<file path="config.mk">
export PLATFORM = sky130hd
export DESIGN_NAME = team_06_delay_mem_ctrl_flat
export DESIGN_NICKNAME = d
export VERILOG_FILES = /design/src/rtl/team_06_pkg.sv /design/src/rtl/team_06_delay_mem_ctrl_if.sv /design/src/rtl/team_06_ring_ptr.sv /design/src/rtl/team_06_delay_mem_ctrl.sv /design/src/flat_wrapper.sv
export SDC_FILE = /design/constraint.sdc
export NUM_CORES = 1
export LEC_CHECK = 0
export CAP_MARGIN = 20
export CORE_ASPECT_RATIO = 1.5
export CORE_MARGIN = 2
export CORE_UTILIZATION = 48
export DETAILED_ROUTE_END_ITERATION = 8
export GPL_TIMING_DRIVEN = 0
export PLACE_DENSITY = 0.87
export SETUP_SLACK_MARGIN = 0.1
export SYNTH_ARGS = -nofsm -noshare
export SYNTH_HDL_FRONTEND = slang
export SYNTH_SLANG_ARGS = --single-unit
</file>
<file path="constraint.sdc">
create_clock -name clk -period 2.4 [get_ports clk]
set_input_delay 0.72 -clock clk [delete_from_list [all_inputs] [get_ports clk]]
set_output_delay 0.72 -clock clk [all_outputs]
set_load 0.02 [all_outputs]
</file>
<file path="src/rtl/team_06_pkg.sv">
// Shared types and defaults for the echo/reverb delay-line sequencer.
package team_06_pkg;

  localparam int DELAY_DEFAULT = 8000;
  localparam int DLY_ADDR_W    = 13;

  typedef enum logic [2:0] {
    IDLE,
    RD_REQ,
    CALC,
    WR_REQ,
    DONE
  } delay_state_t;

endpackage

</file>
<file path="src/rtl/team_06_delay_mem_ctrl_if.sv">
// SRAM request/ack port between the delay-line sequencer (master) and the shared SRAM (slave).
interface team_06_delay_mem_ctrl_if
  import team_06_pkg::*;
#(
  parameter int ADDR_W = DLY_ADDR_W,
  parameter int DATA_W = 8
);

  logic              mem_req;
  logic              mem_we;
  logic [ADDR_W-1:0] mem_addr;
  logic [DATA_W-1:0] mem_wdata;
  logic [DATA_W-1:0] mem_rdata;
  logic              mem_ack;

  modport master (
    output mem_req, mem_we, mem_addr, mem_wdata,
    input  mem_rdata, mem_ack
  );

  modport slave (
    input  mem_req, mem_we, mem_addr, mem_wdata,
    output mem_rdata, mem_ack
  );

endinterface

</file>
<file path="src/rtl/team_06_ring_ptr.sv">
// Circular-buffer write pointer, warm-up fill counter and delayed read address.
// The fill counter saturates at DELAY; once it gets there, the read slot holds real history.
module team_06_ring_ptr
  import team_06_pkg::*;
#(
  parameter int ADDR_W = DLY_ADDR_W,
  parameter int DELAY  = DELAY_DEFAULT
) (
  input  logic              clk,
  input  logic              n_rst,
  input  logic              advance,
  input  logic              clear_fill,
  output logic [ADDR_W-1:0] wr_ptr,
  output logic [ADDR_W-1:0] rd_addr,
  output logic              full
);

  localparam logic [ADDR_W-1:0] DLY = ADDR_W'(DELAY);

  logic [ADDR_W-1:0] fill_cnt;

  always_ff @(posedge clk or negedge n_rst) begin
    if (!n_rst) begin
      wr_ptr   <= '0;
      fill_cnt <= '0;
    end else begin
      if (advance) begin
        wr_ptr <= wr_ptr + 1'b1;
      end
      if (clear_fill) begin
        fill_cnt <= '0;
      end else if (advance && (fill_cnt != DLY)) begin
        fill_cnt <= fill_cnt + 1'b1;
      end
    end
  end

  assign rd_addr = wr_ptr - DLY;
  assign full    = (fill_cnt == DLY);

endmodule

</file>
<file path="src/rtl/team_06_delay_mem_ctrl.sv">
// Per-sample sequencer: read the delayed sample, give the datapath a cycle, write its save value back.
// Zero-wait latency is tick + 4 cycles. Ticks that arrive while busy are dropped and flagged as overrun.
module team_06_delay_mem_ctrl
  import team_06_pkg::*;
#(
  parameter int ADDR_W = DLY_ADDR_W,
  parameter int DATA_W = 8,
  parameter int DELAY  = DELAY_DEFAULT
) (
  input  logic                         clk,
  input  logic                         n_rst,
  input  logic                         sample_tick,
  input  logic [DATA_W-1:0]            audio_in,
  input  logic                         echo_en,
  input  logic                         reverb_en,
  output logic [DATA_W-1:0]            dp_audio,
  output logic [DATA_W-1:0]            dp_past,
  input  logic [DATA_W-1:0]            dp_save,
  team_06_delay_mem_ctrl_if.master     mem,
  output logic                         busy,
  output logic                         sample_done,
  output logic                         overrun
);

  delay_state_t      state_q, state_d;
  logic              valid_mode;
  logic              advance;
  logic              clear_fill;
  logic              full;
  logic [ADDR_W-1:0] wr_ptr;
  logic [ADDR_W-1:0] rd_addr;
  logic [DATA_W-1:0] wdata_q;

  assign valid_mode = echo_en ^ reverb_en;
  assign advance    = (state_q == WR_REQ) && mem.mem_ack;
  assign clear_fill = (state_q == IDLE) && sample_tick && !valid_mode;

  team_06_ring_ptr #(
    .ADDR_W (ADDR_W),
    .DELAY  (DELAY)
  ) u_ring_ptr (
    .clk        (clk),
    .n_rst      (n_rst),
    .advance    (advance),
    .clear_fill (clear_fill),
    .wr_ptr     (wr_ptr),
    .rd_addr    (rd_addr),
    .full       (full)
  );

  always_ff @(posedge clk or negedge n_rst) begin
    if (!n_rst) begin
      state_q <= IDLE;
    end else begin
      state_q <= state_d;
    end
  end

  always_comb begin
    state_d = state_q;
    case (state_q)
      IDLE:    if (sample_tick) state_d = valid_mode ? RD_REQ : DONE;
      RD_REQ:  if (mem.mem_ack) state_d = CALC;
      CALC:    state_d = WR_REQ;
      WR_REQ:  if (mem.mem_ack) state_d = DONE;
      DONE:    state_d = IDLE;
      default: state_d = IDLE;
    endcase
  end

  // busy and sample_done are registered from the next state so they line up with the state register.
  always_ff @(posedge clk or negedge n_rst) begin
    if (!n_rst) begin
      dp_audio    <= '0;
      dp_past     <= '0;
      wdata_q     <= '0;
      busy        <= 1'b0;
      sample_done <= 1'b0;
      overrun     <= 1'b0;
    end else begin
      if ((state_q == IDLE) && sample_tick) begin
        dp_audio <= audio_in;
      end
      if ((state_q == RD_REQ) && mem.mem_ack) begin
        dp_past <= full ? mem.mem_rdata : '0;
      end
      if (state_q == CALC) begin
        wdata_q <= dp_save;
      end
      busy        <= (state_d != IDLE);
      sample_done <= (state_d == DONE);
      if (sample_tick && (state_q != IDLE)) begin
        overrun <= 1'b1;
      end
    end
  end

  always_comb begin
    mem.mem_req  = 1'b0;
    mem.mem_we   = 1'b0;
    mem.mem_addr = '0;
    case (state_q)
      RD_REQ: begin
        mem.mem_req  = 1'b1;
        mem.mem_addr = rd_addr;
      end
      WR_REQ: begin
        mem.mem_req  = 1'b1;
        mem.mem_we   = 1'b1;
        mem.mem_addr = wr_ptr;
      end
      default: ;
    endcase
  end

  assign mem.mem_wdata = wdata_q;

endmodule
</file>
<file path="src/flat_wrapper.sv">
// flat-port wrapper written by rule: the top's interface ports become plain ports
module team_06_delay_mem_ctrl_flat import team_06_pkg::*;
#(
  parameter int ADDR_W = DLY_ADDR_W,
  parameter int DATA_W = 8,
  parameter int DELAY  = DELAY_DEFAULT
)
  (clk, n_rst, sample_tick, audio_in, echo_en, reverb_en, dp_audio, dp_past, dp_save, busy, sample_done, overrun, mem_mem_req, mem_mem_we, mem_mem_addr, mem_mem_wdata, mem_mem_rdata, mem_mem_ack);
  team_06_delay_mem_ctrl_if #(.ADDR_W(ADDR_W), .DATA_W(DATA_W)) mem_i ();
  input  logic clk;
  input  logic n_rst;
  input  logic sample_tick;
  input  logic [DATA_W-1:0] audio_in;
  input  logic echo_en;
  input  logic reverb_en;
  output logic [DATA_W-1:0] dp_audio;
  output logic [DATA_W-1:0] dp_past;
  input  logic [DATA_W-1:0] dp_save;
  output logic busy;
  output logic sample_done;
  output logic overrun;
  output wire logic [$bits(mem_i.mem_req)-1:0] mem_mem_req;
  output wire logic [$bits(mem_i.mem_we)-1:0] mem_mem_we;
  output wire logic [$bits(mem_i.mem_addr)-1:0] mem_mem_addr;
  output wire logic [$bits(mem_i.mem_wdata)-1:0] mem_mem_wdata;
  input wire logic [$bits(mem_i.mem_rdata)-1:0] mem_mem_rdata;
  input wire logic [$bits(mem_i.mem_ack)-1:0] mem_mem_ack;
  assign mem_mem_req = mem_i.mem_req;
  assign mem_mem_we = mem_i.mem_we;
  assign mem_mem_addr = mem_i.mem_addr;
  assign mem_mem_wdata = mem_i.mem_wdata;
  assign mem_i.mem_rdata = mem_mem_rdata;
  assign mem_i.mem_ack = mem_mem_ack;
  team_06_delay_mem_ctrl #(.ADDR_W(ADDR_W), .DATA_W(DATA_W), .DELAY(DELAY)) u_core (.clk(clk), .n_rst(n_rst), .sample_tick(sample_tick), .audio_in(audio_in), .echo_en(echo_en), .reverb_en(reverb_en), .dp_audio(dp_audio), .dp_past(dp_past), .dp_save(dp_save), .mem(mem_i), .busy(busy), .sample_done(sample_done), .overrun(overrun));
endmodule
</file>
==> metrics.csv, run 1 <==
stage,metric,value,unit
run_status,outcome,"finished, final reports clean",
sta,Final Hold Fails,0,
clock_tree,H-tree level count,2,
sta,Final Max Slew Viols,0,
sta,setup tns final,0,ns
floorplan,die height,96.3,um
synth,Mapped Area,2730,um^2
setup_path,Worst EP required,1.68,ns
global_route,Overflow after GRT,0,
cells_and_area,Nets,364,
hold_path,worst hold-check path type,in2async,
placed_design,Place WS,-0.274,ns
sta,worst setup margin,0.0412,ns
synth,cell taking the most area after synthesis,dfrtp_1,
power_and_ir_drop,Power Internal,2.30,mW
cells_and_area,Area Growth Syn to Fin,38.5,%
synth,"Avg Cell Area, Syn",11.2,um^2
placed_design,Final Wtd Congestion,0.771,
setup_path,CP Capture Type,output pin,
placed_design,PortBufs,71,
route,WL final,6370,um
clock_tree,CTS buffer count,5,
route,vias,2166,
synth,Ys Warns,0,
power_and_ir_drop,Sw Ratio,0.342,
sta,min cycle time layout,2.36,ns
job,max-cap violation count,0,
power_and_ir_drop,combinational share of power,0.422,
synth,XOR/XNOR Fraction of Synth Area,0.0963,
sta,Fin Hold WS,0.358,ns
power_and_ir_drop,sequential share of power,0.368,
sta,final period utilization,0.983,
sta,setup violators final,0,
floorplan,Initial Util,0.497,
synth,Post-synth EDFFs,0,
clock_tree,worst skew pair latency,0.31,ns
cells_and_area,Fillers,385,
route,DRC,0,
global_route,initial antenna violation count,0,
synth,adder-cell share of the synthesized area,0.0229,
synth,Synth Register Bits,56,
synth,Synth top area share,0.514,
setup_path,Worst Setup Start Kind,flip-flop,
synth,sequential-to-total area share from yosys stat,0.514,
synth,Compound-Gate Fraction of Synth Area,0.0537,
clock_tree,Worst-path clk slew,0.10,ns
floorplan,Die X-Extent,65.6,um
route,ANT nets after route,0,
route,per-cell routed wire length,15.9,um
route,Iteration-0 DRC Markers,91,
global_route,GRT Total Usage,0.212,
setup_path,crit-path cells,"inv_2, ha_4, or3_4, a21oi_2, buf_4",
clock_tree,CTS Buffer Depth,2,
sta,Max transition margin,0.545,
power_and_ir_drop,power per cell area,923,nW/um^2
cells_and_area,final core occ,0.688,
synth,Synth area leaders,"dfrtp_1 51%, xnor2_1 8.0%, mux2_2 6.6%",
clock_tree,Clock Sink Count,56,
power_and_ir_drop,Worst IR Drop VDD,662,uV
synth,largest family of logic cells by synthesized area,simple AND/OR/NAND/NOR gates,
floorplan,CORE AREA,5490,um^2
synth,Synth Area in Simple Gates,0.202,
placed_design,Final HPWL DP,4360,um
sta,Final Skew,0.0108,ns
setup_path,worst-path fanout max,4,
power_and_ir_drop,Psw,1.19,mW
synth,mux contribution to synthesized area,0.0661,
floorplan,io pins,72,
setup_path,CP Data Arrival Time,1.64,ns
synth,syn_nets,278,
synth,Post-synth ARST share,1.00,
setup_path,Crit-path slowest cell,dfrtp_2,
synth,cells after synthesis,243,
power_and_ir_drop,P_leak,1.66,nW
cells_and_area,layout cells sized above 1,0.267,
clock_tree,clock root cell,clkbuf_8,
sta,Worst-Margin Slew,0.680,ns
setup_path,"Largest stage delay, worst path",0.42,ns
floorplan,Die Area,6310,um^2
cells_and_area,ant diodes,0,
setup_path,CP Class,reg2out,
sta,fmax,424,MHz
route,DR pass1 iterations,4,
global_route,largest net degree at the start of global routing,37,
synth,ys flop type,dfrtp_1,
route,via/cell ratio,5.42,
global_route,number of global-route vias before repair,2168,
sta,RSZ-0062 raised after global routing,yes,
power_and_ir_drop,Clk pwr share,0.210,
floorplan,FP Rows,33,
global_route,first-pass GRT wire length,10100,um
clock_tree,CTS tree,built,
synth,Yosys cell types,37,
[what timing repair did]
item | 4_1_cts | 5_1_grt
gates resized for setup | 71 | 17
setup endpoints to repair | 15 | 8
pin swaps | 5 | 3
buffers inserted | 6 | 1
endpoints found under the hold margin | 0 | 0
hold buffers | 0 | 0
[placed cells by master, fill, tap and decap left out, drive strengths merged]
cell type      instances
bufinv                 2
nor4                   3
o21bai                 1
nand4                  9
ha                     5
nand3                  9
nor4b                  3
nor2                  27
clkdlybuf4s15          1
o21ai                  3
a22o                   8
o31ai                  1
a21oi                  3
clkdlybuf4s50         55
inv                   10
xor2                   5
nor4bb                 1
or3                    2
a221oi                 1
nand2b                 1
and4                   2
a31oi                  1
dfrtp                 56
mux2                  16
nor3b                  2
clkbuf                 8
xnor2                 25
buf                   32
or3b                   1
and3                   4
and2                   8
nand4b                 1
nor3                   8
nand2                 15
and4b                  1
[routing by layer]
metal  wire [um]  GRT usage  vias to the layer above  part of all wire
met5           0          0                        -                 0
li1            -          -                     1009                 -
met3         228     0.0351                       18             0.036
met4         200      0.104                        0             0.031
met2        3600      0.390                       71              0.56
met1        2350      0.234                     1068              0.37
[synth_stat cells (2+ instances only)]
master,count
nand4_1,9
ha_1,5
xor2_1,5
nor3_1,8
buf_2,5
nor4_1,2
buf_6,5
and4_1,2
a21oi_1,3
or3_1,2
o21ai_0,3
and2_1,8
nand3_1,9
xnor2_1,25
nand2_1,15
nor4b_1,3
a22o_2,8
inv_1,8
dfrtp_1,56
clkbuf_1,2
and3_1,4
nor2_1,26
mux2_2,16
[flip-flops by register name, summed over array words and instances, names as in the netlist]
name,flops
u_core.dp_past,8
u_core.state_q,3
u_core.dp_audio,8
u_core.busy,1
u_core.u_ring_ptr.fill_cnt,13
u_core.sample_done,1
u_core.mem.mem_wdata,8
u_core.u_ring_ptr.wr_ptr,13
u_core.overrun,1
[critical path: cells and delay by family, from the launching register on]
family	cells	cell delay (ns)
AOI/OAI and AO/OA	1	0.13
adders and majority gates	1	0.17
buffers and inverters	2	0.21
DFF	1	0.42
and+or+nand+nor	1	0.39
[per-stage QoR]
stage                     power, mW  instance area (um^2)  std cells
after floorplan                2.14                  2730        243
after global placement         2.71                  3530        384
after detailed placement       2.76                  3540        385
after CTS                      3.49                  3720        399
after global routing           3.67                  3780        400
final                          3.49                  3780        400
[path summary, 6_finish.rpt]
| kind | start | slack, ns | depth (start not counted) | endpoint |
|---|---|---|---|---|
| hold reg to reg | u_core.overrun$_DFFE_PN0P_ | 0.49 | 1 | u_core.overrun$_DFFE_PN0P_ |
| max in group asynchronous | n_rst | 1.46 | 2 | u_core.u_ring_ptr.wr_ptr[10]$_DFFE_PN0N_ |
| hold / removal | n_rst | 0.36 | 1 | u_core.dp_audio[6]$_DFFE_PN0P_ |
| setup / recovery | u_core.u_ring_ptr.wr_ptr[7]$_DFFE_PN0N_ | 0.04 | 5 | mem_mem_addr[8] |
| min in group clk | u_core.overrun$_DFFE_PN0P_ | 0.49 | 1 | u_core.overrun$_DFFE_PN0P_ |
| setup reg to reg | u_core.u_ring_ptr.fill_cnt[0]$_DFFE_PN0P_ | 0.62 | 6 | u_core.dp_past[7]$_DFFE_PN0P_ |
[area by class of cell]
type | count | area, um^2 | share of cell area
clock buffers | 5 | 68.8 | 0.0182
well taps | 70 | 87.6 | 0.0232
clock inverters | 3 | 68.8 | 0.0182
plain buffers | 12 | 105 | 0.0278
repair buffers | 79 | 722 | 0.191
inverters | 9 | 36.3 | 0.00960
flip-flops and latches | 56 | 1410 | 0.373
multi-input cells | 166 | 1280 | 0.339
[kinds of logic (layout without fill, tap and decap cells)]
| kind of cell | count (synthesis) | count (layout) |
|---|---|---|
| AND/OR/NAND/NOR | 97 | 97 |
| flip-flops | 56 | 56 |
| XOR/XNOR | 30 | 30 |
| buffers and inverters | 21 | 108 |
| AO/OA/AOI/OAI | 18 | 18 |
| multiplexers | 16 | 16 |
| adder cells (fa/ha/maj) | 5 | 5 |
[power groups by stage]
stage	sequential, mW	clock [mW]	combinational, mW
floorplan	1.48	0	0.665
global placement	1.28	0	1.42
detailed placement	1.30	0	1.46
CTS	1.28	0.747	1.46
global route	1.31	0.791	1.57
finish	1.28	0.732	1.47
Note: power is estimated with default switching activity, not from simulation.
==> inputs of run 2 (changes only) <==
CORE_MARGIN = 5   (was 2)
==> run 2 against run 1 <==
Against the previous run: sequential power hardly changed; sequential share of layout area is 0.67 points higher; cell count is 0.25% lower; clock-buffer cell count stayed put; combinational power is 3% higher; first-iteration DRC count is 3.3% lower; routed wire length is 3.9% higher; critical endpoint unchanged; largest cell class unchanged; largest power group unchanged.
==> metrics.csv, run 2 (synthesis results as in run 1) <==
stage,metric,value,unit,change
global_route,number of global-route vias before repair,2183,,was 2168
power_and_ir_drop,Sw Ratio,0.362,,was 0.342
setup_path,CP Class,reg2out,,unchanged
setup_path,Worst Setup SP,u_core.u_ring_ptr.wr_ptr[6]$_DFFE_PN0N_,,was u_core.u_ring_ptr.wr_ptr[7]$_DFFE_PN0N_
route,ANT nets after route,0,,unchanged
setup_path,worst-path fanout max,4,,unchanged
floorplan,io pins,72,,unchanged
global_route,initial antenna violation count,0,,unchanged
cells_and_area,Area Growth Syn to Fin,36.1,%,was 38.5%
setup_path,Critical path buffers and inverters,2,,unchanged
cells_and_area,Storage cell area,1410,um^2,unchanged
clock_tree,CTS tree,built,,unchanged
clock_tree,Clock Sink Count,56,,unchanged
clock_tree,CTS Buffer Depth,2,,unchanged
setup_path,Worst EP required,1.68,ns,about the same
floorplan,CORE AREA,5490,um^2,unchanged
global_route,largest net degree at the start of global routing,40,,was 37
route,Iteration-0 DRC Markers,88,,was 91
route,per-cell routed wire length,16.6,um,was 15.9 um
run_status,outcome,"finished, final reports clean",,unchanged
setup_path,crit-path cells,"inv_2, ha_4, or3_1, a21oi_2, buf_4",,"was inv_2, ha_4, or3_4, a21oi_2, buf_4"
setup_path,worst r2r dst,u_core.dp_audio[0]$_DFFE_PN0P_,,was u_core.dp_past[7]$_DFFE_PN0P_
cells_and_area,Fillers,422,,was 385
floorplan,Die Area,7320,um^2,was 6310 um^2
cells_and_area,Multi-input gate area,1280,um^2,about the same
setup_path,Crit-path slowest cell,dfrtp_2,,unchanged
sta,final period utilization,0.952,,was 0.983
setup_path,CP Capture Type,output pin,,unchanged
clock_tree,H-tree level count,2,,unchanged
cells_and_area,final core occ,0.676,,was 0.688
setup_path,Worst Setup Start Kind,flip-flop,,unchanged
sta,worst setup margin,0.115,ns,was 0.0412 ns
floorplan,FP Rows,33,,unchanged
power_and_ir_drop,Power Internal,2.10,mW,was 2.30 mW
setup_path,Reg2Reg Setup Slack,0.55,ns,was 0.62 ns
placed_design,PortBufs,71,,unchanged
clock_tree,clock root cell,clkbuf_8,,unchanged
global_route,first-pass GRT wire length,10600,um,was 10100 um
power_and_ir_drop,combinational share of power,0.460,,was 0.422
setup_path,Reg2Reg Launch Point,u_core.state_q[1]$_DFF_PN0_,,was u_core.u_ring_ptr.fill_cnt[0]$_DFFE_PN0P_
sta,Final Max Slew Viols,0,,unchanged
power_and_ir_drop,total power,3.29,mW,was 3.49 mW
hold_path,worst hold-check path type,in2async,,unchanged
cells_and_area,Nets,364,,unchanged
clock_tree,CTS buffer count,5,,unchanged
floorplan,Die X-Extent,71.6,um,was 65.6 um
power_and_ir_drop,Clk pwr share,0.151,,was 0.210
clock_tree,Worst-path clk slew,0.10,ns,about the same
setup_path,Stages on worst setup path,5,,unchanged
power_and_ir_drop,Psw,1.19,mW,about the same
placed_design,Final HPWL DP,4670,um,was 4360 um
cells_and_area,biggest registers after layout,"u_core.u_ring_ptr.fill_cnt (13), u_core.u_ring_ptr.wr_ptr (13)",,unchanged
sta,min cycle time layout,2.29,ns,was 2.36 ns
placed_design,Final Wtd Congestion,0.776,,was 0.771
power_and_ir_drop,power per cell area,887,nW/um^2,was 923 nW/um^2
placed_design,Place WS,-0.266,ns,was -0.274 ns
setup_path,reg2reg path depth,6,,unchanged
setup_path,CP Data Arrival Time,1.57,ns,was 1.64 ns
setup_path,"Largest stage delay, worst path",0.41,ns,was 0.42 ns
power_and_ir_drop,P_leak,1.63,nW,was 1.66 nW
power_and_ir_drop,Worst IR Drop VDD,400,uV,was 662 uV
floorplan,Initial Util,0.497,,unchanged
cells_and_area,ant diodes,0,,unchanged
cells_and_area,"most common cell after layout, fill and taps aside",clkdlybuf4s50_1,,unchanged
floorplan,die height,102,um,was 96.3 um
cells_and_area,"commonest cells after routing, fill and taps aside","55 x clkdlybuf4s50_1, 51 x dfrtp_1, 25 x nor2_1, 24 x xnor2_1, 16 x mux2_2",,unchanged
global_route,Overflow after GRT,0,,unchanged
clock_tree,worst skew pair latency,0.31,ns,about the same
sta,fmax,438,MHz,was 424 MHz
sta,setup tns final,0,ns,unchanged
clock_tree,cts hold-fix bufs,0,,unchanged
sta,setup violators final,0,,unchanged
job,max-cap violation count,0,,unchanged
cells_and_area,layout cells sized above 1,0.261,,was 0.267
route,DRC,0,,unchanged
route,WL final,6620,um,was 6370 um
sta,Final Skew,0.00927,ns,was 0.0108 ns
sta,Final Hold Fails,0,,unchanged
route,via/cell ratio,5.27,,was 5.42
setup_path,CP endpoint,mem_mem_addr[8],,unchanged
route,DR pass1 iterations,4,,unchanged
sta,Worst-Margin Slew,0.731,ns,was 0.680 ns
sta,Max transition margin,0.511,,was 0.545
global_route,GRT Total Usage,0.181,,was 0.212
setup_path,CP top delay family,flip-flops,,unchanged
sta,RSZ-0062 raised after global routing,yes,,unchanged
route,vias,2101,,was 2166
power_and_ir_drop,sequential share of power,0.389,,was 0.368
## run 2: per-layer routing
layer  part of all wire  vias to the layer above  track usage
li1                   -                     1006            -
met1               0.37                     1051        0.195
met2               0.58                       36        0.368
met3              0.029                        8       0.0256
met4              0.014                        0       0.0347
met5                  0                        -            0
## run 2: area by class of cell
| class | count | share of cell area |
|---|---|---|
| buffer | 12 | 0.0283 |
| inverter | 9 | 0.00977 |
| multi-input combinational | 166 | 0.344 |
| tap | 70 | 0.0236 |
| clock buffer | 5 | 0.0185 |
| sequential | 56 | 0.379 |
| timing repair buffer | 79 | 0.193 |
| clock inverter | 2 | 0.00337 |
## run 2: repair_timing
item                       4_1_cts  5_1_grt
pin swaps                        5        4
gates cloned                     0        0
buffers inserted                 2        5
setup endpoints to repair       15        8
gates resized for setup         71       15
## run 2: power groups by stage
| stage | logic [mW] | registers, mW | clock network [mW] |
|---|---|---|---|
| after global placement | 1.43 | 1.28 | 0 |
| after global routing | 1.63 | 1.31 | 0.541 |
| final | 1.51 | 1.28 | 0.497 |
| after floorplan | 0.665 | 1.48 | 0 |
| after detailed placement | 1.47 | 1.30 | 0 |
| after CTS | 1.46 | 1.28 | 0.509 |
## run 2: worst min path at each step
stage,depth (start not counted),to,slack (ns)
2_1_floorplan,0,u_core.busy$_DFF_PN0_,0.42
6_report,1,u_core.dp_audio[2]$_DFFE_PN0P_,0.34
3_3_place_gp,1,u_core.overrun$_DFFE_PN0P_,0.46
3_5_place_dp,1,u_core.u_ring_ptr.wr_ptr[5]$_DFFE_PN0N_,0.47
5_1_grt,1,u_core.dp_audio[2]$_DFFE_PN0P_,0.36
4_1_cts,1,u_core.dp_audio[2]$_DFFE_PN0P_,0.34
## run 2: metrics by stage
| step | std cells | instance area, um^2 | hold WS, ns |
|---|---|---|---|
| finish | 399 | 3710 | 0.340 |
| CTS | 394 | 3620 | 0.339 |
| global placement | 384 | 3530 | 0.462 |
| floorplan | 243 | 2730 | 0.424 |
| global route | 399 | 3710 | 0.356 |
| detailed placement | 385 | 3540 | 0.474 |
## run 2: worst reg2reg max path, delay by kind of cell (launching register included)
kind                   cells  cell delay [ns]
DFF                        1             0.40
buffers and inverters      3             0.50
and+or+nand+nor            2             0.47
muxes                      1             0.36
==> inputs of run 3 (changes only) <==
CORE_UTILIZATION = 25   (was 48)
PLACE_DENSITY = 0.55   (was 0.87)
==> run 3 against run 2 <==
Against the previous run: worst hold slack improved by 0.14 ns; core utilization down 32 points; highest routed layer unchanged; clock power increased by 45%; largest cell class unchanged; die area is 80% higher.
==> metrics.csv, run 3 (synthesis results as in run 1) <==
stage,metric,value,unit,change
sta,fmax,445,MHz,was 438 MHz
cells_and_area,"commonest cells after routing, fill and taps aside","55 x clkdlybuf4s50_1, 52 x dfrtp_1, 25 x xnor2_1, 25 x nor2_1",,"was 55 x clkdlybuf4s50_1, 51 x dfrtp_1, 25 x nor2_1, 24 x xnor2_1, 16 x mux2_2"
setup_path,Crit-path slowest cell,dfrtp_2,,unchanged
setup_path,Reg2Reg Launch Point,u_core.u_ring_ptr.fill_cnt[1]$_DFFE_PN0P_,,was u_core.state_q[1]$_DFF_PN0_
route,per-cell routed wire length,13.7,um,was 16.6 um
global_route,largest net degree at the start of global routing,33,,was 40
placed_design,Final Wtd Congestion,0.799,,was 0.776
cells_and_area,biggest registers after layout,"u_core.u_ring_ptr.fill_cnt (13), u_core.u_ring_ptr.wr_ptr (13)",,unchanged
setup_path,CP Data Arrival Time,1.53,ns,was 1.57 ns
route,vias,2055,,was 2101
sta,Max transition margin,0.505,,was 0.511
cells_and_area,Non-Filler Instances,470,,was 399
route,DRC,0,,unchanged
floorplan,FP Rows,46,,was 33
setup_path,worst-path fanout max,4,,unchanged
route,Iteration-0 DRC Markers,82,,was 88
floorplan,Die Area,13100,um^2,was 7320 um^2
job,max-cap violation count,0,,unchanged
setup_path,Worst Setup Start Kind,flip-flop,,unchanged
sta,Fin Hold WS,0.481,ns,was 0.340 ns
hold_path,hold_sp,u_core.overrun$_DFFE_PN0P_,,
placed_design,Final HPWL DP,4770,um,was 4670 um
route,via/cell ratio,4.37,,was 5.27
setup_path,reg2reg path depth,6,,unchanged
sta,setup violators final,0,,unchanged
run_status,outcome,"finished, final reports clean",,unchanged
clock_tree,CTS Buffer Depth,2,,unchanged
setup_path,Critical path buffers and inverters,2,,unchanged
clock_tree,CTS tree,built,,unchanged
placed_design,PortBufs,71,,unchanged
sta,setup tns final,0,ns,unchanged
hold_path,WHS Endpoint,u_core.overrun$_DFFE_PN0P_,,
hold_path,worst hold-check path type,reg2reg,,was in2async
setup_path,"Largest stage delay, worst path",0.39,ns,was 0.41 ns
clock_tree,Clock Sink Count,56,,unchanged
setup_path,CP Class,reg2out,,unchanged
global_route,GRT Total Usage,0.108,,was 0.181
clock_tree,cts hold-fix bufs,0,,unchanged
floorplan,Die X-Extent,95.3,um,was 71.6 um
global_route,first-pass GRT wire length,10900,um,was 10600 um
setup_path,crit-path cells,"inv_2, ha_4, or3_4, a21oi_4, buf_6",,"was inv_2, ha_4, or3_1, a21oi_2, buf_4"
placed_design,DP Area,3630,um^2,was 3540 um^2
sta,RSZ-0062 raised after global routing,yes,,unchanged
sta,Final Max Slew Viols,0,,unchanged
power_and_ir_drop,power per cell area,905,nW/um^2,was 887 nW/um^2
power_and_ir_drop,P_leak,1.62,nW,was 1.63 nW
clock_tree,Worst-path clk slew,0.07,ns,was 0.10 ns
sta,final period utilization,0.936,,was 0.952
cells_and_area,Finished Cell Area,3800,um^2,was 3710 um^2
setup_path,Reg2Reg Setup Slack,0.66,ns,was 0.55 ns
setup_path,CP top delay family,flip-flops,,unchanged
route,ANT nets after route,0,,unchanged
cells_and_area,ant diodes,0,,unchanged
sta,min cycle time layout,2.25,ns,was 2.29 ns
sta,Worst-Margin Slew,0.743,ns,was 0.731 ns
cells_and_area,Area Growth Syn to Fin,39.4,%,was 36.1%
clock_tree,worst skew pair latency,0.29,ns,was 0.31 ns
global_route,number of global-route vias before repair,2176,,was 2183
route,DR pass1 iterations,5,,was 4
clock_tree,clock root cell,clkbuf_16,,was clkbuf_8
cells_and_area,Nets,360,,was 364
placed_design,placed insts,459,,was 385
global_route,Overflow after GRT,0,,unchanged
cells_and_area,layout cells sized above 1,0.245,,was 0.261
hold_path,WHS Path Cells,1,,
clock_tree,CTS buffer count,5,,unchanged
floorplan,CORE AREA,10600,um^2,was 5490 um^2
power_and_ir_drop,total power,3.44,mW,was 3.29 mW
floorplan,Initial Util,0.256,,was 0.497
floorplan,io pins,72,,unchanged
setup_path,CP Capture Type,output pin,,unchanged
cells_and_area,"most common cell after layout, fill and taps aside",clkdlybuf4s50_1,,unchanged
setup_path,worst r2r dst,u_core.dp_past[5]$_DFFE_PN0P_,,was u_core.dp_audio[0]$_DFFE_PN0P_
sta,Final Skew,0.00604,ns,was 0.00927 ns
setup_path,Worst EP required,1.68,ns,about the same
route,WL final,6430,um,was 6620 um
power_and_ir_drop,Worst IR Drop VDD,305,uV,was 400 uV
floorplan,die height,138,um,was 102 um
clock_tree,H-tree level count,2,,unchanged
global_route,initial antenna violation count,0,,unchanged
sta,Final Hold Fails,0,,unchanged
[run 3: how the worst max path moves through the flow]
stage,from,to,slack (ns),cells past startpoint
floorplan,u_core.u_ring_ptr.wr_ptr[6]$_DFFE_PN0N_,mem_mem_addr[8],0.22,4
global placement,n_rst,u_core.u_ring_ptr.wr_ptr[5]$_DFFE_PN0N_,-1.24,1
detailed placement,u_core.u_ring_ptr.wr_ptr[6]$_DFFE_PN0N_,mem_mem_addr[8],-0.23,5
CTS,u_core.u_ring_ptr.wr_ptr[6]$_DFFE_PN0N_,mem_mem_addr[8],0.07,5
global route,u_core.u_ring_ptr.wr_ptr[7]$_DFFE_PN0N_,mem_mem_addr[8],0.09,5
finish,u_core.u_ring_ptr.wr_ptr[6]$_DFFE_PN0N_,mem_mem_addr[8],0.15,5
[run 3: area by class of cell]
class                   count  area (um^2)
fillers                  1053         6840
flip-flops and latches     56         1410
multi-input cells         166         1260
repair buffers             75          687
well taps                 144          180
clock buffers               7          133
plain buffers              12         96.3
inverters                   9         36.3
clock inverters             1         8.76
[run 3: layer usage]
metal  GRT usage  routed length, um  up-vias
met4      0.0457                150        0
li1            -                  -     1002
met3      0.0217                294       10
met2       0.194               3460       50
met1       0.122               2530      993
met5           0                  0        -
[run 3: timing repair]
item / in CTS / in global routing
pin swaps: 2 / 4
setup endpoints to repair: 15 / 14
gates resized for setup: 55 / 25
setup buffers: 3 / 0
[run 3: metrics by stage]
| step | util | setup WS (ns) |
|---|---|---|
| after global routing | 0.357 | 0.0894 |
| after floorplan | - | 0.218 |
| final | 0.357 | 0.153 |
| after CTS | 0.359 | 0.0709 |
| after detailed placement | 0.341 | -0.226 |
| after global placement | 0.340 | -1.24 |
[run 3: power by group]
part | switching (mW) | internal [mW] | total (mW)
Clock | 0.330 | 0.391 | 0.721
Sequential | 0.113 | 1.16 | 1.27
Combinational | 0.745 | 0.702 | 1.45
